<file path="config.mk">
export PLATFORM = sky130hd
export DESIGN_NAME = mimo_tx_queue_scheduler_flat
export DESIGN_NICKNAME = d
export VERILOG_FILES = /design/src/rtl/mimo_tx_queue_scheduler_pkg.sv /design/src/rtl/mimo_tx_queue_scheduler_if.sv /design/src/rtl/mimo_tx_queue_scheduler_arbiter.sv /design/src/rtl/mimo_tx_queue_scheduler.sv /design/src/flat_wrapper.sv
export SDC_FILE = /design/constraint.sdc
export NUM_CORES = 1
export LEC_CHECK = 0
export CAP_MARGIN = 40
export CELL_PAD_IN_SITES_DETAIL_PLACEMENT = 2
export CELL_PAD_IN_SITES_GLOBAL_PLACEMENT = 2
export CORE_MARGIN = 8
export CORE_UTILIZATION = 22
export DETAILED_ROUTE_END_ITERATION = 12
export HOLD_SLACK_MARGIN = 0.03
export PLACE_DENSITY = 0.86
export REMOVE_ABC_BUFFERS = 1
export SYNTH_ARGS = -nofsm -noshare
export SYNTH_HDL_FRONTEND = slang
export SYNTH_SLANG_ARGS = --single-unit
export TNS_END_PERCENT = 1
</file>
<file path="constraint.sdc">
create_clock -name tx_clock -period 2.65 [get_ports tx_clock]
set_clock_uncertainty 0.1 [all_clocks]
set_input_delay 0.265 -clock tx_clock [delete_from_list [all_inputs] [get_ports tx_clock]]
set_output_delay 0.265 -clock tx_clock [all_outputs]
set_load 0.005 [all_outputs]
</file>
<file path="src/rtl/mimo_tx_queue_scheduler_pkg.sv">
// Shared definitions for the MIMO TX queue scheduler.
//   HDR_*          bit positions inside the packet header word
//   sched_state_t  scheduler FSM states
//   lock_next()    burst-lock update from a packet's sob/eob flags
package mimo_tx_pkg;

    localparam int unsigned HDR_SOB         = 28;
    localparam int unsigned HDR_EOB         = 27;
    localparam int unsigned HDR_RSSI        = 26;
    localparam int unsigned HDR_PAYLOAD_MSB = 8;
    localparam int unsigned HDR_PAYLOAD_LSB = 2;

    typedef enum logic [1:0] {
        IDLE,
        PEEK,
        ACTIVE,
        RELEASE
    } sched_state_t;

    // sob alone opens a burst, eob closes it, neither keeps the current lock.
    function automatic logic lock_next(input logic lock, input logic sob, input logic eob);
        if (sob && !eob) return 1'b1;
        if (eob)         return 1'b0;
        return lock;
    endfunction

endpackage

</file>
<file path="src/rtl/mimo_tx_queue_scheduler_if.sv">
// Reader-side virtual FIFO between the scheduler and the MIMO FIFO reader.
//   rd_pkt_waiting  scheduler -> reader  packet header visible
//   rd_fifodata     scheduler -> reader  data of the granted queue
//   rd_rdreq        reader -> scheduler  read request
//   rd_skip         reader -> scheduler  packet finished
// master = reader, slave = scheduler.
interface mimo_tx_queue_scheduler_if;
    import mimo_tx_pkg::*;

    logic        rd_pkt_waiting;
    logic [31:0] rd_fifodata;
    logic        rd_rdreq;
    logic        rd_skip;

    modport master (
        input  rd_pkt_waiting,
        input  rd_fifodata,
        output rd_rdreq,
        output rd_skip
    );

    modport slave (
        output rd_pkt_waiting,
        output rd_fifodata,
        input  rd_rdreq,
        input  rd_skip
    );

endinterface

</file>
<file path="src/rtl/mimo_tx_queue_scheduler_arbiter.sv">
// Combinational queue selector.
//   request     per-queue packet waiting
//   prio_mask   queues with strict priority (lowest index wins)
//   last_grant  index of the last completed queue; round-robin starts after it
//   select      one-hot chosen queue
//   valid       any request present
module tx_rr_prio_arbiter
    import mimo_tx_pkg::*;
#(
    parameter int unsigned NUM_Q = 2
) (
    input  logic [NUM_Q-1:0]         request,
    input  logic [NUM_Q-1:0]         prio_mask,
    input  logic [$clog2(NUM_Q)-1:0] last_grant,
    output logic [NUM_Q-1:0]         select,
    output logic                     valid
);

    logic [NUM_Q-1:0] prio_req;
    logic             found;
    int unsigned      idx;

    always_comb begin
        select   = '0;
        found    = 1'b0;
        idx      = 0;
        prio_req = request & prio_mask;
        if (|prio_req) begin
            for (int unsigned i = 0; i < NUM_Q; i++) begin
                if (!found && prio_req[i]) begin
                    select[i] = 1'b1;
                    found     = 1'b1;
                end
            end
        end else begin
            // Walk the ring starting one past the last grant.
            for (int unsigned k = 1; k <= NUM_Q; k++) begin
                idx = (32'(last_grant) + k) % NUM_Q;
                if (!found && request[idx]) begin
                    select[idx] = 1'b1;
                    found       = 1'b1;
                end
            end
        end
    end

    assign valid = |request;

endmodule

</file>
<file path="src/rtl/mimo_tx_queue_scheduler.sv">
// Arbitrates NUM_Q host TX packet queues onto the single MIMO FIFO reader and
// presents the granted queue as one virtual FIFO. Grants last one packet, or a
// whole burst when the header opens one (sob without eob).
//   tx_clock, reset   clock, synchronous active-high reset
//   enable            permits new grants (a granted packet always completes)
//   prio_mask         queues with strict priority over round-robin
//   q_pkt_waiting     per-queue packet ready
//   q_fifodata        per-queue data, queue k at [32k+31:32k]
//   q_rdreq, q_skip   reader rdreq/skip routed to the granted queue
//   rd                reader-side virtual FIFO (slave modport)
//   grant             one-hot granted queue, 0 when none
//   busy              FSM not idle
//   lock_abort        one-cycle pulse when a burst lock times out
//   pkt_count         completed packets, wrapping
module mimo_tx_queue_scheduler
    import mimo_tx_pkg::*;
#(
    parameter int unsigned NUM_Q        = 2,
    parameter int unsigned LOCK_TIMEOUT = 4096
) (
    input  logic                      tx_clock,
    input  logic                      reset,
    input  logic                      enable,
    input  logic [NUM_Q-1:0]          prio_mask,
    input  logic [NUM_Q-1:0]          q_pkt_waiting,
    input  logic [32*NUM_Q-1:0]       q_fifodata,
    output logic [NUM_Q-1:0]          q_rdreq,
    output logic [NUM_Q-1:0]          q_skip,
    mimo_tx_queue_scheduler_if.slave  rd,
    output logic [NUM_Q-1:0]          grant,
    output logic                      busy,
    output logic                      lock_abort,
    output logic [15:0]               pkt_count
);

    localparam int unsigned QW = $clog2(NUM_Q);
    localparam int unsigned TW = $clog2(LOCK_TIMEOUT) + 1;

    sched_state_t     state, state_n;
    logic [QW-1:0]    sel, sel_n;
    logic [QW-1:0]    last_grant, last_grant_n;
    logic [NUM_Q-1:0] grant_n;
    logic             lock, lock_n, lock_upd;
    logic             sob, sob_n, eob, eob_n;
    logic             pkt_waiting, pkt_waiting_n;
    logic             abort_n;
    logic [TW-1:0]    timer, timer_n;
    logic [15:0]      pkt_count_n;

    logic [NUM_Q-1:0] arb_select;
    logic             arb_valid;
    logic [QW-1:0]    arb_index;
    logic             route_en;
    logic [31:0]      rd_data;

    tx_rr_prio_arbiter #(
        .NUM_Q (NUM_Q)
    ) u_arbiter (
        .request    (q_pkt_waiting),
        .prio_mask  (prio_mask),
        .last_grant (last_grant),
        .select     (arb_select),
        .valid      (arb_valid)
    );

    always_comb begin
        arb_index = '0;
        for (int unsigned i = 0; i < NUM_Q; i++) begin
            if (arb_select[i]) arb_index = QW'(i);
        end
    end

    // Routing is live only while a packet is presented to the reader.
    always_comb begin
        route_en = (state == PEEK) || (state == ACTIVE);
        rd_data  = '0;
        q_rdreq  = '0;
        q_skip   = '0;
        if (route_en) begin
            for (int unsigned i = 0; i < NUM_Q; i++) begin
                if (sel == QW'(i)) begin
                    rd_data    = q_fifodata[32*i +: 32];
                    q_rdreq[i] = rd.rd_rdreq;
                    q_skip[i]  = rd.rd_skip;
                end
            end
        end
    end

    assign rd.rd_fifodata    = rd_data;
    assign rd.rd_pkt_waiting = pkt_waiting;
    assign busy              = (state != IDLE);

    always_comb begin
        state_n       = state;
        sel_n         = sel;
        grant_n       = grant;
        last_grant_n  = last_grant;
        lock_n        = lock;
        sob_n         = sob;
        eob_n         = eob;
        pkt_waiting_n = pkt_waiting;
        abort_n       = 1'b0;
        timer_n       = timer;
        pkt_count_n   = pkt_count;
        lock_upd      = lock_next(lock, sob, eob);

        case (state)
            IDLE: begin
                if (enable && arb_valid) begin
                    sel_n   = arb_index;
                    grant_n = arb_select;
                    state_n = PEEK;
                end
            end
            PEEK: begin
                sob_n         = rd_data[HDR_SOB];
                eob_n         = rd_data[HDR_EOB];
                pkt_waiting_n = 1'b1;
                state_n       = ACTIVE;
            end
            ACTIVE: begin
                if (rd.rd_rdreq) pkt_waiting_n = 1'b0;
                if (rd.rd_skip) begin
                    pkt_waiting_n = 1'b0;
                    pkt_count_n   = pkt_count + 16'd1;
                    last_grant_n  = sel;
                    state_n       = RELEASE;
                end
            end
            RELEASE: begin
                // sob/eob are held while waiting here, so reapplying the
                // lock update every cycle gives the same result.
                lock_n = lock_upd;
                if (!lock_upd) begin
                    grant_n = '0;
                    timer_n = '0;
                    state_n = IDLE;
                end else if (q_pkt_waiting[sel]) begin
                    timer_n = '0;
                    state_n = PEEK;
                end else if (timer == TW'(LOCK_TIMEOUT - 1)) begin
                    lock_n  = 1'b0;
                    abort_n = 1'b1;
                    grant_n = '0;
                    timer_n = '0;
                    state_n = IDLE;
                end else begin
                    timer_n = timer + 1'b1;
                end
            end
            default: state_n = IDLE;
        endcase
    end

    always_ff @(posedge tx_clock) begin
        if (reset) begin
            state       <= IDLE;
            sel         <= '0;
            grant       <= '0;
            last_grant  <= QW'(NUM_Q - 1);
            lock        <= 1'b0;
            sob         <= 1'b0;
            eob         <= 1'b0;
            pkt_waiting <= 1'b0;
            lock_abort  <= 1'b0;
            timer       <= '0;
            pkt_count   <= '0;
        end else begin
            state       <= state_n;
            sel         <= sel_n;
            grant       <= grant_n;
            last_grant  <= last_grant_n;
            lock        <= lock_n;
            sob         <= sob_n;
            eob         <= eob_n;
            pkt_waiting <= pkt_waiting_n;
            lock_abort  <= abort_n;
            timer       <= timer_n;
            pkt_count   <= pkt_count_n;
        end
    end

endmodule

</file>
<file path="src/flat_wrapper.sv">
// flat-port wrapper written by rule: the top's interface ports become plain ports
module mimo_tx_queue_scheduler_flat import mimo_tx_pkg::*;
#(
    parameter int unsigned NUM_Q        = 2,
    parameter int unsigned LOCK_TIMEOUT = 4096
)
  (tx_clock, reset, enable, prio_mask, q_pkt_waiting, q_fifodata, q_rdreq, q_skip, grant, busy, lock_abort, pkt_count, rd_rd_pkt_waiting, rd_rd_fifodata, rd_rd_rdreq, rd_rd_skip);
  mimo_tx_queue_scheduler_if rd_i ();
  input  logic tx_clock;
  input  logic reset;
  input  logic enable;
  input  logic [NUM_Q-1:0] prio_mask;
  input  logic [NUM_Q-1:0] q_pkt_waiting;
  input  logic [32*NUM_Q-1:0] q_fifodata;
  output logic [NUM_Q-1:0] q_rdreq;
  output logic [NUM_Q-1:0] q_skip;
  output logic [NUM_Q-1:0] grant;
  output logic busy;
  output logic lock_abort;
  output logic [15:0] pkt_count;
  output wire logic [$bits(rd_i.rd_pkt_waiting)-1:0] rd_rd_pkt_waiting;
  output wire logic [$bits(rd_i.rd_fifodata)-1:0] rd_rd_fifodata;
  input wire logic [$bits(rd_i.rd_rdreq)-1:0] rd_rd_rdreq;
  input wire logic [$bits(rd_i.rd_skip)-1:0] rd_rd_skip;
  assign rd_rd_pkt_waiting = rd_i.rd_pkt_waiting;
  assign rd_rd_fifodata = rd_i.rd_fifodata;
  assign rd_i.rd_rdreq = rd_rd_rdreq;
  assign rd_i.rd_skip = rd_rd_skip;
  mimo_tx_queue_scheduler #(.NUM_Q(NUM_Q), .LOCK_TIMEOUT(LOCK_TIMEOUT)) u_core (.tx_clock(tx_clock), .reset(reset), .enable(enable), .prio_mask(prio_mask), .q_pkt_waiting(q_pkt_waiting), .q_fifodata(q_fifodata), .q_rdreq(q_rdreq), .q_skip(q_skip), .rd(rd_i), .grant(grant), .busy(busy), .lock_abort(lock_abort), .pkt_count(pkt_count));
endmodule
</file>
==> impl_metrics.ini, run 1 <==
[setup_path]
cp_max_fo = 17
r2r_slack_ns = 0.13
crit_path_end = u_core.state[0]$_SDFFE_PP0P_
critPathCaptureType = flop
reg2reg_depth = 5
arrival_ns = 2.63
cp_slowest_stage_delay_ns = 0.67
path_class = flop to flop
cp-start-kind = flop
path_cells = ha_1, nand3_1, or4_4, a222oi_1, mux2i_1
slowest_stage = or4_4
worstReg2RegStart = u_core.timer[0]$_SDFFE_PP0P_
reg2reg_to = u_core.state[0]$_SDFFE_PP0P_
crit_required_ns = 2.76
startpoint = u_core.timer[0]$_SDFFE_PP0P_

[timing]
finalHoldViolations = 0
min_period_ns = 2.52
min_period_over_period_pct = 95.1
slew_viol_final = 0
finalSetupViolCount = 0
rsz0062_at_grt = false
relSlewSlack_pct = 62.6
worst_pin_slew_ns = 0.560
fin_tns_setup_ns = 0
fmax_mhz = 397
worst_hold_slack_ns = 0.381

[yosys]
syn_avg_cell_area_um2 = 8.17
synth_area_leaders = dfxtp_1, mux2i_1, nor2b_1
synthFlopType = dfxtp_1
async_reset_ff_share_pct = 0
yosysUniqueCellTypes = 51
synth_top_cell_by_area = dfxtp_1
yosysSeqAreaShare_pct = 30.6
syn-cell-area_um2 = 2620
yosysWarningCount = 0
synth_edf_count = 0
synth-seq-cells = 40
yosysTopAreaCellShare_pct = 30.6
syn_inst = 320

[grt]
antenna_found_initial = 0
met3_usage_pct = 3.02
grt_use_met2_pct = 29.8
gr-total-overflow = 0
grt-busiest-layer = met2
track_usage_pct = 15.3
grt_pass1_vias = 3343
grt_max_degree = 38
grt_pass1_wl_mm = 18.9
use_met1_pct = 16.1

[place]
place_congestion = 0.769
portBuffers = 129
dp_hpwl_mm = 9.53
dpl_cell_area_um2 = 4100

[finish]
drive_above_1_share_pct = 6.00
design_area_um2 = 4280
fillers = 1303
seq_area_um2 = 802
antenna_cells = 0
finish.net_count = 529
multi_input_area_um2 = 1710
area_delta_synth_final_pct = 63.6
fin_util_pct = 36.2

[clock_network]
clk_transition_reported_paths_ns = 0.06
clkLatencyLatePin_ns = 0.29
ctsRootBufferMaster = clkbuf_16
h-tree-depth = 2
postCtsHoldBufs = 0
cts_made_buffers = 5
tritoncts = done
ctsLongestPathBuffers = 2
clkSinkCount = 40

[route]
num_vias = 2937
via_per_inst = 4.92
routedWlPerCell_um = 20.3
drtAntennaViolNets = 0
drc_errors = 0
drt_wl_total_mm = 12.1
firstDrtPassIters = 4
drt_iter0_markers = 123

[power_and_ir_drop]
p_leak_nw = 1.45
peakVddDrop_mv = 0.210
power.total_w = 0.00292
power.density_nw_per_um2 = 682

[flow_run]
drv_cap = 0

[floorplan]
coreArea_um2 = 11800
die_h_um = 125
die_x_um = 125
start_util_pct = 22.1
rows = 40
pin_count = 130
die-area_um2 = 15600

[run_status]
status = completed

[worst_hold_path]
hp-class = flop to flop
final cells by class:
type,instances,area share [%]
clock buffers,5,2.92
clock inverters,3,1.08
inverters,11,0.965
multi-input cells,253,39.9
flip-flops and latches,40,18.7
well taps,147,4.30
repair buffers,138,32.1
worst min path at each step:
stage	start	to	slack, ns	cells past startpoint
6_report	u_core.timer[12]$_SDFFE_PP0P_	u_core.timer[12]$_SDFFE_PP0P_	0.38	2
2_1_floorplan	reset	u_core.lock$_SDFFE_PP0P_	0.23	1
3_5_place_dp	u_core.timer[12]$_SDFFE_PP0P_	u_core.timer[12]$_SDFFE_PP0P_	0.35	2
5_1_grt	u_core.pkt_count[15]$_SDFFE_PP0P_	u_core.pkt_count[15]$_SDFFE_PP0P_	0.42	2
4_1_cts	u_core.pkt_count[15]$_SDFFE_PP0P_	u_core.pkt_count[15]$_SDFFE_PP0P_	0.39	2
3_3_place_gp	u_core.timer[12]$_SDFFE_PP0P_	u_core.timer[12]$_SDFFE_PP0P_	0.35	2
report_power, final:
group,switching [W],internal [W],total [W]
registers,0.0000399,0.000640,0.000680
logic,0.000643,0.000872,0.00152
clock network,0.000276,0.000448,0.000724
metrics by stage:
stage,setup WS (ns),instances
2_1_floorplan,-0.615,304
3_3_place_gp,0.399,589
3_5_place_dp,0.193,589
4_1_cts,0.0484,597
5_1_grt,0.0198,597
6_report,0.129,597
state kept, by name, indices dropped and copies added, names as in the netlist:
register                  flops
u_core.lock_abort             1
u_core.grant                  2
u_core.lock                   1
u_core.rd.rd_pkt_waiting      1
u_core.eob                    1
u_core.sel                    1
u_core.pkt_count             16
u_core.timer                 13
u_core.last_grant             1
u_core.state                  2
u_core.sob                    1
per-layer routing:
| layer | routed length [µm] | part of all wire [%] | vias up |
|---|---|---|---|
| li1 | - | - | 1407 |
| met5 | 0 | 0 | - |
| met1 | 4750 | 39 | 1474 |
| met3 | 345 | 2.8 | 15 |
| met2 | 6790 | 56 | 41 |
| met4 | 234 | 1.9 | 0 |
logic make-up after synthesis:
family	share of synthesized area [%]
multiplexers	14.6
buffers and inverters	4.16
XOR/XNOR	3.01
adder cells (fa/ha/maj)	3.35
AND/OR/NAND/NOR	31.1
AO/OA/AOI/OAI	13.2
flip-flops	30.6
synth_stat cells, drive strengths merged, types with 2 or more instances:
library cell / number
ha: 7
clkbuf: 8
nand3: 12
nor3: 6
mux2: 2
nor2b: 35
and4: 3
buf: 8
nand3b: 3
a31oi: 5
and3: 6
or3: 2
nand4: 15
or4: 3
nand2b: 5
dfxtp: 40
xor2: 6
or2: 2
nor4: 3
mux2i: 36
o211ai: 4
inv: 11
o21ai: 9
nor2: 20
nand2: 25
a21oi: 19
xnor2: 3
o31ai: 3
critical path: cells and delay by family, from the launching register on:
kind,cells,cell delay [ns]
simple gates,2,0.85
compound gates,1,0.54
flops,1,0.41
mux,1,0.29
fa+ha+maj,1,0.24
cells in the final DEF, fill, tap and decap left out, types with 2 or more instances in the layout:
cell / n
clkdlybuf4s50_1: 129
dfxtp_1: 39
mux2i_1: 36
nor2b_1: 35
nand2_1: 25
nor2_1: 20
a21oi_1: 19
nand4_1: 14
nand3_1: 12
inv_1: 11
o21ai_0: 9
ha_1: 7
buf_4: 7
and3_1: 6
xor2_1: 6
a31oi_1: 5
nor3_1: 5
nand2b_1: 5
clkbuf_16: 5
o211ai_1: 4
nor4_1: 3
and4_1: 3
o31ai_1: 3
xnor2_1: 3
nand3b_1: 3
mux2_2: 2
or4_1: 2
or3_1: 2
or2_2: 2
repair_timing:
action	in CTS	in global routing
hold endpoints to repair	0	0
endpoints found under the setup margin	0	1
buffers inserted	0	0
gates resized for setup	0	1
Power figures use the tool's default switching activity.
==> inputs of run 2 (changes only) <==
ABC_CLOCK_PERIOD_IN_PS = 2650   (was not set)
PLACE_DENSITY = 0.85   (was 0.86)
==> impl_metrics.ini, run 2 (same netlist as run 1, synthesis figures left out) <==
[power_and_ir_drop]
power.switching_w = 0.000895
power.total_w = 0.00276
peakVddDrop_mv = 0.269
comb_power_share_pct = 53.9
clockPowerShare_pct = 21.3
power.density_nw_per_um2 = 647
switching_share_pct = 32.5
p_leak_nw = 1.44
power_frac_seq_pct = 24.8
internal_power_w = 0.00186

[grt]
grt_pass1_vias = 3184
grt_pass1_wl_mm = 17.7
gr-total-overflow = 0
grt_max_degree = 38
track_usage_pct = 13.9
antenna_found_initial = 0

[route]
routedWlPerCell_um = 18.9
drt_wl_total_mm = 11.3
drt_iter0_markers = 158
firstDrtPassIters = 4
drtAntennaViolNets = 0
via_per_inst = 4.84
drc_errors = 0
num_vias = 2896

[clock_network]
clkSinkCount = 40
clk_transition_reported_paths_ns = 0.06
ctsLongestPathBuffers = 2
ctsRootBufferMaster = clkbuf_16
post-cts-setup-buffer-count = 0
clkLatencyLatePin_ns = 0.28
h-tree-depth = 2
tritoncts = done
cts_made_buffers = 5

[finish]
layout_common_cells = clkdlybuf4s50_1, dfxtp_1, mux2i_1
finish.net_count = 531
largest_reg_flops = 16
antenna_cells = 0
design_area_um2 = 4260
largest_register = u_core.pkt_count
reg_top3 = u_core.pkt_count: 16 flops, u_core.timer: 13 flops
layout_commonest_cell = clkdlybuf4s50_1
fin_util_pct = 36.1
drive_above_1_share_pct = 6.87
area_delta_synth_final_pct = 63.0

[worst_hold_path]
hp-class = flop to flop
whs_path_depth = 2

[place]
place_congestion = 0.761
dpl_cell_area_um2 = 4120
dp_slack_ns = 0.323
portBuffers = 129
dp_hpwl_mm = 9.16

[flow_run]
drv_cap = 0

[timing]
slew_viol_final = 0
fin_tns_setup_ns = 0
setup_ws_ns = 0.163
rsz0062_at_grt = false
fmax_mhz = 402
finalSetupViolCount = 0
finalHoldViolations = 0
worst_pin_slew_ns = 0.484
min_period_ns = 2.49
relSlewSlack_pct = 67.7
min_period_over_period_pct = 93.9

[floorplan]
coreArea_um2 = 11800
rows = 40
die-area_um2 = 15600
start_util_pct = 22.1
die_x_um = 125
die_h_um = 125
pin_count = 130

[run_status]
status = completed

[setup_path]
cp-start-kind = flop
crit_required_ns = 2.29
reg2reg_depth = 5
critPathCaptureType = output pin
cp_max_fo = 18
arrival_ns = 2.12
path_class = flop to output pin
run 2: worst paths after layout:
kind	startpoint	slack [ns]	to
max	u_core.state[1]$_SDFFE_PP0P_	0.16	rd_rd_fifodata[30]
min	u_core.timer[12]$_SDFFE_PP0P_	0.37	u_core.timer[12]$_SDFFE_PP0P_
max reg2reg	u_core.timer[0]$_SDFFE_PP0P_	0.32	u_core.state[0]$_SDFFE_PP0P_
min reg2reg	u_core.timer[12]$_SDFFE_PP0P_	0.37	u_core.timer[12]$_SDFFE_PP0P_
run 2: worst max-delay path, cell delays in order, from the launching register on:
cell             delay, ns
dfxtp_2               0.38
inv_1                 0.09
ha_2                  0.41
buf_4                 0.22
nor2b_1               0.18
clkdlybuf4s50_1       0.56
run 2: final cells by class:
class                   count  area (µm²)
inverters                  11        41.3
flip-flops and latches     40         805
well taps                 147         184
fillers                  1331        7550
clock inverters             2        12.5
clock buffers               5         125
repair buffers            140        1390
multi-input cells         253        1710
run 2: through the flow:
stage,hold slack [ns],instances
final,0.367,598
after global routing,0.385,598
after CTS,0.368,598
after detailed placement,0.357,591
after global placement,0.349,591
after floorplan,0.234,304
run 2: metal layers:
metal / global-route usage (%) / wire length, µm / vias up
met4: 1.93 / 74 / 0
li1: - / - / 1415
met2: 28.3 / 6530 / 31
met3: 2.85 / 255 / 6
met5: 0 / 0 / -
met1: 14.4 / 4460 / 1444
run 2: repair_timing:
action,in CTS,in global routing
resized for setup,0,3
endpoints found under the setup margin,0,25
hold buffers,0,0
run 2: power by group through the flow:
stage               Clock, W  Combinational [W]  Sequential [W]
CTS                 0.000602            0.00151        0.000680
global route        0.000634            0.00159        0.000688
finish              0.000587            0.00149        0.000682
floorplan                  0           0.000580        0.000706
global placement           0            0.00145        0.000687
detailed placement         0            0.00150        0.000693
